## config.mk

```make
export PLATFORM = sky130hd
export DESIGN_NAME = wb_port_arbiter_flat
export DESIGN_NICKNAME = d
export VERILOG_FILES = /design/src/rtl/wb_port_arbiter_if.sv /design/src/rtl/wb_port_arbiter.sv /design/src/flat_wrapper.sv
export SDC_FILE = /design/constraint.sdc
export NUM_CORES = 1
export LEC_CHECK = 0
export ABC_AREA = 1
export CAP_MARGIN = 10
export CORE_ASPECT_RATIO = 1.1
export CORE_MARGIN = 8
export CORE_UTILIZATION = 45
export CTS_CLUSTER_DIAMETER = 80
export DETAILED_ROUTE_END_ITERATION = 16
export GPL_ROUTABILITY_DRIVEN = 0
export PLACE_DENSITY = 0.67
export SYNTH_ARGS = -nofsm -noshare
export SYNTH_HDL_FRONTEND = slang
export SYNTH_SLANG_ARGS = --single-unit
```

## constraint.sdc

```tcl
create_clock -name clk_in -period 8.1 [get_ports clk_in]
set_input_delay 1.62 -clock clk_in [delete_from_list [all_inputs] [get_ports clk_in]]
set_output_delay 1.62 -clock clk_in [all_outputs]
set_load 0.005 [all_outputs]
```

## src/rtl/wb_port_arbiter_if.sv

```systemverilog
// Bus bundle for wb_port_arbiter: WB-stage write, MDU result, RF write port and ID hazard lookup.
// slave = arbiter side, master = surrounding pipeline / testbench side.
interface wb_port_arbiter_if #(
   parameter int DEPTH = 4
);
   localparam int CW = $clog2(DEPTH) + 1;

   logic [4:0]    WB_reg_write_address_in;
   logic [31:0]   WB_reg_write_data_in;
   logic          WB_ctrl_reg_write_in;
   logic          MDU_valid_in;
   logic [4:0]    MDU_rd_in;
   logic [31:0]   MDU_data_in;
   logic          MDU_ready_out;
   logic          RF_we_out;
   logic [4:0]    RF_addr_out;
   logic [31:0]   RF_data_out;
   logic          ARB_stall_out;
   logic [4:0]    ID_rs_in;
   logic [4:0]    ID_rt_in;
   logic          ID_rs_busy_out;
   logic          ID_rt_busy_out;
   logic [CW-1:0] ARB_pend_count_out;

   modport slave (
      input  WB_reg_write_address_in, WB_reg_write_data_in, WB_ctrl_reg_write_in,
      input  MDU_valid_in, MDU_rd_in, MDU_data_in,
      input  ID_rs_in, ID_rt_in,
      output MDU_ready_out, RF_we_out, RF_addr_out, RF_data_out, ARB_stall_out,
      output ID_rs_busy_out, ID_rt_busy_out, ARB_pend_count_out
   );

   modport master (
      output WB_reg_write_address_in, WB_reg_write_data_in, WB_ctrl_reg_write_in,
      output MDU_valid_in, MDU_rd_in, MDU_data_in,
      output ID_rs_in, ID_rt_in,
      input  MDU_ready_out, RF_we_out, RF_addr_out, RF_data_out, ARB_stall_out,
      input  ID_rs_busy_out, ID_rt_busy_out, ARB_pend_count_out
   );
endinterface

```

## src/rtl/wb_port_arbiter.sv

```systemverilog
// Register-file write-port arbiter: WB stage has priority, MDU results queue and drain into idle
// cycles, starvation forces a stalled drain. Optional WB_ARB_BYPASS_EN lets a lone MDU result skip the queue.
module wb_port_arbiter #(
   parameter int DEPTH      = 4,
   parameter int STARVE_MAX = 8
) (
   input logic              clk_in,
   input logic              rst_in,
   wb_port_arbiter_if.slave bus
);
   localparam int PW = $clog2(DEPTH);
   localparam int CW = PW + 1;
   localparam int SW = (STARVE_MAX > 1) ? $clog2(STARVE_MAX) : 1;

   typedef enum logic [1:0] {
      IDLE  = 2'd0,
      PEND  = 2'd1,
      DRAIN = 2'd2
   } state_t;

   state_t        state_r, state_s;
   logic [4:0]    fifo_rd_r   [DEPTH];
   logic [31:0]   fifo_data_r [DEPTH];
   logic [PW-1:0] rd_ptr_r, wr_ptr_r;
   logic [CW-1:0] count_r, count_s;
   logic [SW-1:0] starve_r, starve_s;

   logic          rf_we_r, rf_we_s;
   logic [4:0]    rf_addr_r, rf_addr_s;
   logic [31:0]   rf_data_r, rf_data_s;
   logic          from_mdu_r, from_mdu_s;
   logic          stall_r, stall_s;

   logic          wb_req_s, ready_s, push_s, enq_s, bypass_s;
   logic          wb_grant_s, pop_s;
   logic [PW-1:0] off_s;
   logic          rs_hit_s, rt_hit_s;

   // Request decode: r0 targets are dropped, readiness depends only on occupancy.
   always_comb begin
      wb_req_s = bus.WB_ctrl_reg_write_in && (bus.WB_reg_write_address_in != 5'd0);
      ready_s  = (count_r < CW'(DEPTH));
      push_s   = bus.MDU_valid_in && ready_s && (bus.MDU_rd_in != 5'd0);
`ifdef WB_ARB_BYPASS_EN
      bypass_s = push_s && (count_r == CW'(0)) && !wb_req_s && (state_r != DRAIN);
`else
      bypass_s = 1'b0;
`endif
      enq_s    = push_s && !bypass_s;
   end

   // Port grant and the RF write word to be registered this cycle.
   always_comb begin
      wb_grant_s = 1'b0;
      pop_s      = 1'b0;
      rf_we_s    = 1'b0;
      rf_addr_s  = 5'd0;
      rf_data_s  = 32'd0;
      from_mdu_s = 1'b0;
      case (state_r)
         DRAIN: begin
            if (count_r != CW'(0)) begin
               pop_s = 1'b1;
            end else begin
               pop_s = 1'b0;
            end
         end
         default: begin
            if (wb_req_s) begin
               wb_grant_s = 1'b1;
            end else if (count_r != CW'(0)) begin
               pop_s = 1'b1;
            end else begin
               pop_s = 1'b0;
            end
         end
      endcase

      if (wb_grant_s) begin
         rf_we_s   = 1'b1;
         rf_addr_s = bus.WB_reg_write_address_in;
         rf_data_s = bus.WB_reg_write_data_in;
      end else if (pop_s) begin
         rf_we_s    = 1'b1;
         rf_addr_s  = fifo_rd_r[rd_ptr_r];
         rf_data_s  = fifo_data_r[rd_ptr_r];
         from_mdu_s = 1'b1;
      end else if (bypass_s) begin
         rf_we_s    = 1'b1;
         rf_addr_s  = bus.MDU_rd_in;
         rf_data_s  = bus.MDU_data_in;
         from_mdu_s = 1'b1;
      end else begin
         rf_we_s = 1'b0;
      end
   end

   // Next state, occupancy and starvation counter; the stall mirrors the DRAIN state.
   always_comb begin
      count_s  = count_r + CW'(enq_s) - CW'(pop_s);
      state_s  = state_r;
      starve_s = starve_r;
      case (state_r)
         IDLE: begin
            starve_s = SW'(0);
            if (enq_s) begin
               state_s = PEND;
            end else begin
               state_s = IDLE;
            end
         end
         PEND: begin
            if (count_s == CW'(0)) begin
               state_s  = IDLE;
               starve_s = SW'(0);
            end else if (wb_grant_s && (starve_r == SW'(STARVE_MAX - 1))) begin
               state_s  = DRAIN;
               starve_s = SW'(0);
            end else if (wb_grant_s) begin
               starve_s = starve_r + SW'(1);
            end else if (pop_s) begin
               starve_s = SW'(0);
            end else begin
               starve_s = starve_r;
            end
         end
         DRAIN: begin
            starve_s = SW'(0);
            if (count_s == CW'(0)) begin
               state_s = IDLE;
            end else begin
               state_s = DRAIN;
            end
         end
         default: begin
            state_s  = IDLE;
            starve_s = SW'(0);
         end
      endcase
      stall_s = (state_s == DRAIN);
   end

   // Control state registers.
   always_ff @(posedge clk_in or posedge rst_in) begin
      if (rst_in) begin
         state_r  <= IDLE;
         count_r  <= CW'(0);
         starve_r <= SW'(0);
         stall_r  <= 1'b0;
      end else begin
         state_r  <= state_s;
         count_r  <= count_s;
         starve_r <= starve_s;
         stall_r  <= stall_s;
      end
   end

   // Registered RF write port.
   always_ff @(posedge clk_in or posedge rst_in) begin
      if (rst_in) begin
         rf_we_r    <= 1'b0;
         rf_addr_r  <= 5'd0;
         rf_data_r  <= 32'd0;
         from_mdu_r <= 1'b0;
      end else begin
         rf_we_r    <= rf_we_s;
         rf_addr_r  <= rf_addr_s;
         rf_data_r  <= rf_data_s;
         from_mdu_r <= from_mdu_s;
      end
   end

   // Pending FIFO storage and pointers; pointers wrap naturally at DEPTH.
   always_ff @(posedge clk_in or posedge rst_in) begin
      if (rst_in) begin
         rd_ptr_r <= PW'(0);
         wr_ptr_r <= PW'(0);
         for (int i = 0; i < DEPTH; i++) begin
            fifo_rd_r[i]   <= 5'd0;
            fifo_data_r[i] <= 32'd0;
         end
      end else begin
         if (enq_s) begin
            fifo_rd_r[wr_ptr_r]   <= bus.MDU_rd_in;
            fifo_data_r[wr_ptr_r] <= bus.MDU_data_in;
            wr_ptr_r              <= wr_ptr_r + PW'(1);
         end
         if (pop_s) begin
            rd_ptr_r <= rd_ptr_r + PW'(1);
         end
      end
   end

   // Hazard lookup: an entry is live when its distance from the head is below the count.
   always_comb begin
      rs_hit_s = 1'b0;
      rt_hit_s = 1'b0;
      off_s    = PW'(0);
      for (int i = 0; i < DEPTH; i++) begin
         off_s = PW'(i) - rd_ptr_r;
         if ({1'b0, off_s} < count_r) begin
            rs_hit_s = rs_hit_s || (fifo_rd_r[i] == bus.ID_rs_in);
            rt_hit_s = rt_hit_s || (fifo_rd_r[i] == bus.ID_rt_in);
         end else begin
            rs_hit_s = rs_hit_s;
            rt_hit_s = rt_hit_s;
         end
      end
      rs_hit_s = rs_hit_s || (rf_we_r && from_mdu_r && (rf_addr_r == bus.ID_rs_in));
      rt_hit_s = rt_hit_s || (rf_we_r && from_mdu_r && (rf_addr_r == bus.ID_rt_in));
   end

   assign bus.MDU_ready_out      = ready_s;
   assign bus.RF_we_out          = rf_we_r;
   assign bus.RF_addr_out        = rf_addr_r;
   assign bus.RF_data_out        = rf_data_r;
   assign bus.ARB_stall_out      = stall_r;
   assign bus.ARB_pend_count_out = count_r;
   assign bus.ID_rs_busy_out     = (bus.ID_rs_in != 5'd0) && rs_hit_s;
   assign bus.ID_rt_busy_out     = (bus.ID_rt_in != 5'd0) && rt_hit_s;

endmodule

```

## src/flat_wrapper.sv

```systemverilog
// flat-port wrapper written by rule: the top's interface ports become plain ports
module wb_port_arbiter_flat 
#(
   parameter int DEPTH      = 4,
   parameter int STARVE_MAX = 8
)
  (clk_in, rst_in, bus_WB_reg_write_address_in, bus_WB_reg_write_data_in, bus_WB_ctrl_reg_write_in, bus_MDU_valid_in, bus_MDU_rd_in, bus_MDU_data_in, bus_ID_rs_in, bus_ID_rt_in, bus_MDU_ready_out, bus_RF_we_out, bus_RF_addr_out, bus_RF_data_out, bus_ARB_stall_out, bus_ID_rs_busy_out, bus_ID_rt_busy_out, bus_ARB_pend_count_out);
  wb_port_arbiter_if #(.DEPTH(DEPTH)) bus_i ();
  input logic clk_in;
  input logic rst_in;
  input wire logic [$bits(bus_i.WB_reg_write_address_in)-1:0] bus_WB_reg_write_address_in;
  input wire logic [$bits(bus_i.WB_reg_write_data_in)-1:0] bus_WB_reg_write_data_in;
  input wire logic [$bits(bus_i.WB_ctrl_reg_write_in)-1:0] bus_WB_ctrl_reg_write_in;
  input wire logic [$bits(bus_i.MDU_valid_in)-1:0] bus_MDU_valid_in;
  input wire logic [$bits(bus_i.MDU_rd_in)-1:0] bus_MDU_rd_in;
  input wire logic [$bits(bus_i.MDU_data_in)-1:0] bus_MDU_data_in;
  input wire logic [$bits(bus_i.ID_rs_in)-1:0] bus_ID_rs_in;
  input wire logic [$bits(bus_i.ID_rt_in)-1:0] bus_ID_rt_in;
  output wire logic [$bits(bus_i.MDU_ready_out)-1:0] bus_MDU_ready_out;
  output wire logic [$bits(bus_i.RF_we_out)-1:0] bus_RF_we_out;
  output wire logic [$bits(bus_i.RF_addr_out)-1:0] bus_RF_addr_out;
  output wire logic [$bits(bus_i.RF_data_out)-1:0] bus_RF_data_out;
  output wire logic [$bits(bus_i.ARB_stall_out)-1:0] bus_ARB_stall_out;
  output wire logic [$bits(bus_i.ID_rs_busy_out)-1:0] bus_ID_rs_busy_out;
  output wire logic [$bits(bus_i.ID_rt_busy_out)-1:0] bus_ID_rt_busy_out;
  output wire logic [$bits(bus_i.ARB_pend_count_out)-1:0] bus_ARB_pend_count_out;
  assign bus_i.WB_reg_write_address_in = bus_WB_reg_write_address_in;
  assign bus_i.WB_reg_write_data_in = bus_WB_reg_write_data_in;
  assign bus_i.WB_ctrl_reg_write_in = bus_WB_ctrl_reg_write_in;
  assign bus_i.MDU_valid_in = bus_MDU_valid_in;
  assign bus_i.MDU_rd_in = bus_MDU_rd_in;
  assign bus_i.MDU_data_in = bus_MDU_data_in;
  assign bus_i.ID_rs_in = bus_ID_rs_in;
  assign bus_i.ID_rt_in = bus_ID_rt_in;
  assign bus_MDU_ready_out = bus_i.MDU_ready_out;
  assign bus_RF_we_out = bus_i.RF_we_out;
  assign bus_RF_addr_out = bus_i.RF_addr_out;
  assign bus_RF_data_out = bus_i.RF_data_out;
  assign bus_ARB_stall_out = bus_i.ARB_stall_out;
  assign bus_ID_rs_busy_out = bus_i.ID_rs_busy_out;
  assign bus_ID_rt_busy_out = bus_i.ID_rt_busy_out;
  assign bus_ARB_pend_count_out = bus_i.ARB_pend_count_out;
  wb_port_arbiter #(.DEPTH(DEPTH), .STARVE_MAX(STARVE_MAX)) u_core (.clk_in(clk_in), .rst_in(rst_in), .bus(bus_i));
endmodule
```

After elaboration in Yosys (flattened, before gate mapping)
Index checks and enable logic that the tools add are counted.
- register bits after elaboration: 200
- input bits: 88
- output and inout bits: 45
- word-level logic and storage cells: 119
- $add $sub $neg: 9
- magnitude comparators: 8
- eq/ne operators: 15
- multiplexer cells: 42
- bitwise gates (word level): 2
- reduce and logical (&&, ||, !) cells: 25
- operator list (operator ; number):
    two-way mux 32 bit ; 5
    bitwise mux 128 bit ; 1
    binary-select mux 32 bit (select 2 bit) ; 1
    demux 32 bit (select 2 bit) ; 1
    equality test 5 bit ; 10
    two-way mux 5 bit ; 5
    bitwise mux 20 bit ; 1
    nonzero test 5 bit ; 4
    two-way mux 1 bit ; 17
    two-way mux 3 bit ; 5
    less-than comparator 2 x 3 -> 1 bit ; 4
    binary-select mux 5 bit (select 2 bit) ; 1
    demux 5 bit (select 2 bit) ; 1
    logical AND 1 bit ; 10
    logical OR 1 bit ; 8
    >= comparator 3 bit, second input constant ; 2
    two-way mux 2 bit ; 3
    inverter 2 -> 3 bit ; 2
    one-hot mux 2 bit (3 select lines) ; 1
    inequality test 5 x 1 -> 1 bit, second input constant ; 1
    adder 2 x 1 -> 2 bit, second input constant ; 2
    equality test 2 bit, second input constant ; 2
    subtractor 1 x 2 -> 2 bit, first input constant ; 2
    subtractor 2 bit, first input constant ; 2
    other kinds (10) ; 10

Depth between registers and ports, before layout
- depth in word-level cells: 11
- mapped depth: 17
- depth with buffers taken out: 16

Worst setup path after synthesis
OpenSTA, ideal clock, no wires.
- kind: input -> output
- from: input bus_ID_rt_in[3]
- to: output bus_ID_rt_busy_out
- arrival time: 2.348 ns
- data required time: 6.480 ns
- slack: 4.132 ns
- cell stages on the path: 9
- buffers on the path: 1
- cell sequence: clkbuf_2 inv_1 nand2_1 nand2_1 nor3_1 nand3_1 nand3_1 nor2_1 nor2_1
- cells in the longest elaborated chain, start to end: 10
- elaborated cells between the ends (all ways): 16
- classes of those cells: eq/ne (5); mux (4); reduce/logical (7)
- RTL lines (what ; RTL line ; text):
    start: declaration ; flat_wrapper.sv:18 ; input wire logic [$bits(bus_i.ID_rt_in)-1:0] bus_ID_rt_in;
    equality test 5 bit ; wb_port_arbiter.sv:203 ; rt_hit_s = rt_hit_s || (fifo_rd_r[i] == bus.ID_rt_in);
    two-way mux 1 bit ; wb_port_arbiter.sv:201 ; if ({1'b0, off_s} < count_r) begin
    logical OR 1 bit ; wb_port_arbiter.sv:203 ;
    two-way mux 1 bit ; wb_port_arbiter.sv:201 ;
    logical OR 1 bit ; wb_port_arbiter.sv:203 ;
    two-way mux 1 bit ; wb_port_arbiter.sv:201 ;
    logical OR 1 bit ; wb_port_arbiter.sv:203 ;
    two-way mux 1 bit ; wb_port_arbiter.sv:201 ;
    logical OR 1 bit ; wb_port_arbiter.sv:210 ; rt_hit_s = rt_hit_s || (rf_we_r && from_mdu_r && (rf_addr_r == bus.ID_rt_in));
    logical AND 1 bit (*) ; wb_port_arbiter.sv:220 ; assign bus.ID_rt_busy_out = (bus.ID_rt_in != 5'd0) && rt_hit_s;
    end: declaration ; flat_wrapper.sv:25 ; output wire logic [$bits(bus_i.ID_rt_busy_out)-1:0] bus_ID_rt_busy_out;
Every way passes the cells marked *; elsewhere a longest branch is shown, timed or not.

Worst setup path in the final report
- from: register u_core.rd_ptr_r[0]
- to: output bus_ID_rt_busy_out
- cells in the longest elaborated chain, start to end: 11
- elaborated cells between the ends (all ways): 17
- classes of those cells: add/sub (4); order compare (4); mux (4); reduce/logical (5)
- RTL lines (what ; RTL line ; text):
    start: declaration ; wb_port_arbiter.sv:24 ; logic [PW-1:0] rd_ptr_r, wr_ptr_r;
    start signal: assignment ; wb_port_arbiter.sv:189 ; rd_ptr_r <= rd_ptr_r + PW'(1);
    subtractor 1 x 2 -> 2 bit ; wb_port_arbiter.sv:200 ; off_s = PW'(i) - rd_ptr_r;
    less-than comparator 2 x 3 -> 1 bit ; wb_port_arbiter.sv:201 ;
    two-way mux 1 bit ; wb_port_arbiter.sv:201 ;
    logical OR 1 bit ; wb_port_arbiter.sv:203 ;
    two-way mux 1 bit ; wb_port_arbiter.sv:201 ;
    logical OR 1 bit ; wb_port_arbiter.sv:203 ;
    two-way mux 1 bit ; wb_port_arbiter.sv:201 ;
    logical OR 1 bit ; wb_port_arbiter.sv:203 ;
    two-way mux 1 bit (*) ; wb_port_arbiter.sv:201 ;
    logical OR 1 bit (*) ; wb_port_arbiter.sv:210 ;
    logical AND 1 bit (*) ; wb_port_arbiter.sv:220 ;
Marked as above.

==> impl_metrics.json <==
{
  "grt_max_degree": 123,
  "synth_cell_type_count": 35,
  "syn-num-nets": 1256,
  "syn_to_final_growth_pct": 18.1,
  "fillers": 2061,
  "cap_violations": 0,
  "multiInputGateArea_um2": 4030,
  "grt_pass1_wl_mm": 40.8,
  "path_cells": "inv_2, nand2_2, nand2_1, ha_1, nand3_1, nand2_1, a21oi_1, nand2_1, nand2_1, nor2_1, nor2_1, clkdlybuf4s50_1",
  "hold_viol_final": 0,
  "worstSetupPathType": "reg -> out",
  "utilization_pct": 54.1,
  "antenna_found_initial": 2,
  "p_per_area_nw_per_um2": 373,
  "dr.first_iter.drc_count": 415,
  "crit_path_end_kind": "output port",
  "final_nets": 1352,
  "drt_first_pass_iters": 5,
  "syn-cell-area_um2": 10100,
  "htreeDepth": 4,
  "register_area_um2": 5000,
  "drtAntennaViolNets": 0,
  "cts.clk_slew.worst_paths_ns": 0.07,
  "crit_top_cell": "nand2_1",
  "stdcell_count": 1558,
  "synth.avg_cell_area_um2": 8.76,
  "whs_ns": 0.481,
  "io_buffers": 132,
  "yosysTopAreaCell": "dfrtp_1",
  "tightest_slew_ns": 1.12,
  "hold_buffers": 0,
  "clock.fmax_mhz": 178,
  "worst_path_max_delay_cell": "dfrtp_1",
  "ctsRootBufferMaster": "clkbuf_16",
  "dp_hpwl_mm": 15.6,
  "die_area_um2": 27500,
  "yosysWarnings": 0,
  "numCtsBuffers": 17,
  "placedCellCount": 1527,
  "synth_top_area_share_pct": 49.5,
  "cp_max_fo": 34,
  "power_leakage_uw": 0.00566,
  "hp-class": "reg -> reg",
  "antenna_cells": 0,
  "die_y_um": 173,
  "synth-seq-area-share_pct": 49.5,
  "post_cts_buffers": 0,
  "skew_ns": 0.0114,
  "final_common_cell": "nand2_1",
  "clk_latency_ns": 0.43,
  "start_util_pct": 45.8,
  "setup_ws_ns": 2.50,
  "clock-sinks": 200,
  "core_um2": 22100,
  "rows": 57,
  "fp.dieW_um": 159,
  "slew_headroom_pct": 25.1,
  "clockBufferDepth": 2,
  "min_period_ns": 5.60,
  "vdd_ir_drop_max_v": 0.000181,
  "synth-seq-cells": 200,
  "drc": 0,
  "maxSlewViolCount": 0,
  "mostFrequentLayoutCells": "362 x nand2_1, 200 x dfrtp_1, 151 x inv_1, 132 x clkdlybuf4s50_1, 123 x o21ai_2",
  "cp-start-kind": "flip-flop",
  "fin_crit_sh_pct": 69.2,
  "cp.arrival_ns": 3.98,
  "vias_per_cell": 5.01,
  "rsz0062_at_grt": "false",
  "synth_cells": 1155,
  "ios": 133,
  "wl_mm": 24.4,
  "setup_viol": 0,
  "cpPeakStageDelay_ns": 0.77,
  "grt_overflow_total": 0,
  "hold_path_depth": 2,
  "dpl_worst_slack_ns": 2.41,
  "grt_pass1_vias": 7924,
  "dr_total_vias": 7807,
  "fin_setup_tns_ns": 0,
  "yosys-top-cells-area": "dfrtp_1 49%, nand2_1 13%, o21ai_2 11%, inv_1 5.6%, o22ai_1 3.8%",
  "track_usage_pct": 18.1,
  "cts_tree": "done",
  "outcome": "finished, final reports clean",
  "drive_gt1_share_pct": 14.4,
  "wl_per_cell_um": 15.6,
  "ff2ff_path_depth": 15,
  "cp.required_ns": 6.48,
  "ctsResizeCount": 0
}
final timing paths:
path,from,to,slack [ns]
min in group asynchronous,rst_in,u_core.bus.RF_data_out[28],1.75
max in group asynchronous,rst_in,u_core.fifo_data_r[37],4.81
worst min-delay path,u_core.fifo_data_r[48],u_core.fifo_data_r[48],0.48
worst max-delay path,u_core.rd_ptr_r[0],bus_ID_rt_busy_out,2.50
worst min register to register,u_core.fifo_data_r[48],u_core.fifo_data_r[48],0.48
worst max register to register,u_core.state_r[0],u_core.state_r[0],4.22
synthesized netlist by cell type:
cell type	n
nand2_2	5
nor2_2	2
nor3_1	5
o21ai_0	12
xor2_1	19
o211a_1	1
buf_4	9
nor2_1	28
o22ai_1	61
o31ai_1	1
buf_2	19
a22oi_1	1
inv_6	3
inv_2	6
buf_1	1
nand4_1	3
inv_4	2
dfrtp_1	200
o21ai_1	38
nor3_2	1
nand2_1	362
clkbuf_1	1
or2_2	1
and3_1	1
o21ai_2	123
ha_1	12
a21oi_1	16
nor2_4	1
xnor2_1	13
nand3_1	23
nand2_4	6
fa_1	1
inv_1	152
buf_6	24
clkbuf_2	2
registers in the layout, indices dropped and copies added (netlist names), 2 cells and up:
register / count
u_core.fifo_data_r: 128
u_core.bus.RF_addr_out: 5
u_core.starve_r: 3
u_core.bus.RF_data_out: 32
u_core.bus.ARB_pend_count_out: 3
u_core.wr_ptr_r: 2
u_core.rd_ptr_r: 2
u_core.fifo_rd_r: 20
u_core.state_r: 2
metal layers:
layer	global-route usage (%)	wire length, um	vias to the layer above
met5	0	19	-
met4	5.11	326	4
met3	4.20	1150	28
met2	29.7	11800	164
met1	23.6	11100	3763
li1	-	-	3848
power breakdown:
part	switching [uW]	total, uW	internal [uW]	leakage (uW)
registers	227	1700	1470	0.00245
clock network	374	844	470	0.000278
logic	1090	1910	820	0.00294
area by class of cell:
class                   instances  share of cell area [%]
inverters                     163                    5.35
multi-input cells             736                    33.7
clock buffers                  20                    3.82
flip-flops and latches        200                    41.9
well taps                     295                    3.09
repair buffers                133                    11.1
clock inverters                11                    1.04
metrics by stage:
step | power [uW] | area (um^2)
global placement | 3590 | 11400
detailed placement | 3650 | 11400
finish | 4450 | 12000
global route | 4800 | 12000
floorplan | 3070 | 10100
CTS | 4500 | 12000
worst max-delay path: cells and delay by family (launching register included):
family,cells,cell delay (ns)
fa+ha+maj,1,0.33
simple gates,8,1.41
buf+inv,2,0.87
compound gates,1,0.17
flops,1,0.77
cells by family after synthesis:
logic type               count (synthesis)  synth area share (%)
AND/OR/NAND/NOR                        438                  17.5
AO/OA/AOI/OAI                          253                  17.9
buffers and inverters                  219                  10.7
flip-flops                             200                  49.5
XOR/XNOR                                32                  2.77
adder cells (fa/ha/maj)                 13                  1.68
(Power assumes the default switching activity.)
==> variant (config.mk and constraints unchanged) <==
Add a define of `WB_ARB_BYPASS_EN`.
--- a/src/rtl/wb_port_arbiter.sv
+++ b/src/rtl/wb_port_arbiter.sv
@@ -1,5 +1,7 @@
 // Register-file write-port arbiter: WB stage has priority, MDU results queue and drain into idle
 // cycles, starvation forces a stalled drain. Optional WB_ARB_BYPASS_EN lets a lone MDU result skip the queue.
+`define WB_ARB_BYPASS_EN
+
 module wb_port_arbiter #(
    parameter int DEPTH      = 4,
    parameter int STARVE_MAX = 8
Function: changed (a bounded check fails within 4 cycles, from zero or initial values and one cycle with rst_in high).
==> variant against the original RTL <==
Sequential cell count unchanged; via count up 5.4%; routed wire length up 10%; synthesized cell count about the same; final area down 2.1%; die area down 3.3%; worst setup slack better by 0.39 ns; power down 4.8%; area after synthesis down 3.6%; critical endpoint is now bus_ID_rs_busy_out.
==> variant: results (changes against the original RTL) <==
status -> finished, final reports clean
CP Capture Point -> bus_ID_rs_busy_out
highest metal used -> met4
Clock Skew -> 0.0110 ns (-0.000365 ns)
WHS -> 0.484 ns (+0.00283 ns)
Leakage Power -> 5.46 nW (-3.5%)
CP Class -> flip-flop to output port
first-pass GRT wire length -> 43900 microns (+7.6%)
Via density -> 5.35 (+6.7%)
initial drt markers -> 589 (+42%)
CP Data Arrival Time -> 3.59 ns (-0.39 ns)
# placed instances -> 1510 (-1.1%)
r2r startpoint -> u_core.rd_ptr_r[0]$_DFFE_PP0N_
layout cells sized above 1 -> 0.0544 (-0.0897)
Netlist cell types -> 33 (-5.7%)
Post-Route WL -> 26800 microns (+10%)
Syn Area/Cell -> 8.45 sq um (-3.5%)
top cells by count, synth -> nand2_1 (335), dfrtp_1 (200), o21ai_1 (116)
Internal -> 2.62 mW (-4.9%)
syn_nets -> 1255 (-0.080%)
largest net degree at the start of global routing -> 120 (-2.4%)
metal3 WL -> 1620 microns (+41%)
RR Endpoint -> u_core.bus.RF_addr_out[0]$_DFF_PP0_
worst hold start -> u_core.fifo_data_r[109]$_DFFE_PP0P_
Hold Path End -> u_core.fifo_data_r[109]$_DFFE_PP0P_
sequential fraction of the synthesis area -> 0.513 (+0.0185)
DRT met1 WL -> 12100 microns (+8.6%)
wire per inst -> 17.4 microns (+11%)
gr usage total -> 0.208 (+0.0270)
ANT cells -> 0 (unchanged)
Worst-Margin Slew -> 1.02 ns (-0.0988 ns)
R2R setup slack -> 4.90 ns (+0.68 ns)
vias in the first global route -> 8272 (+4.4%)
R2R depth -> 7 (-8)
Filler cells -> 2037 (-1.2%)
crit-path max FO -> 41 (+21%)
hold path depth -> 2 (unchanged)
largest cells by area after synthesis -> dfrtp_1 (51%), nand2_1 (13%), o21ai_1 (6.0%)
WL met2 -> 12500 microns (+6.3%)
peak supply drop -> 0.157 mV (-14%)
variant: cell types whose count changed after synthesis, sizes merged, moves of 32 or more:
cell | before | now
clkbuf | 3 | 35
inv | 163 | 73
nand2 | 373 | 339
nand3 | 23 | 89
nand4 | 3 | 47
o22ai | 61 | 3
variant: cell families (layout without fill, tap and decap cells):
logic type,after synthesis,in the layout,synth area share
simple gates,517,517,0.226
compound gates,232,232,0.132
fa+ha+maj,13,13,0.0174
flops,200,200,0.513
buf+inv,153,248,0.0768
xor+xnor,39,39,0.0350
variant: area by class of cell:
class                   count  area [sq um]  area share
clock buffers              20           467      0.0399
clock inverters             9           149      0.0127
multi-input cells         801          4020       0.344
flip-flops and latches    200          5010       0.428
repair buffers            144          1410       0.121
well taps                 290           363      0.0310
inverters                  75           289      0.0247
variant: power groups by stage:
stage                     clock, mW  sequential, mW  combinational, mW
after detailed placement          0            1.75               1.61
final                         0.897            1.75               1.59
after global placement            0            1.74               1.57
after CTS                     0.909            1.74               1.62
after floorplan                   0            1.66               1.11
after global routing          0.953            1.80               1.81
variant: critical path, stage by stage (launching register included):
cell and delay (ns):
dfrtp_2 1.01, inv_1 0.37, nand2_1 0.25, nand2_1 0.11, ha_1 0.29, a31oi_1 0.29
nand3_1 0.11, nand3_1 0.09, nor2_1 0.04, nor2_1 0.09, clkdlybuf4s50_1 0.51
variant: metal layers:
metal	up-vias	track usage
met2	250	0.329
li1	3980	-
met5	-	0
met1	3955	0.278
met3	42	0.0426
met4	0	0.0736
variant: stage by stage:
step                instance area [sq um]  setup slack (ns)  total power, mW  utilization
floorplan                            9760              1.03             2.76            -
global placement                    11100              3.00             3.31        0.521
detailed placement                  11100              2.94             3.36        0.521
CTS                                 11700              2.91             4.26        0.550
global route                        11700              2.71             4.56        0.550
finish                              11700              2.89             4.24        0.550
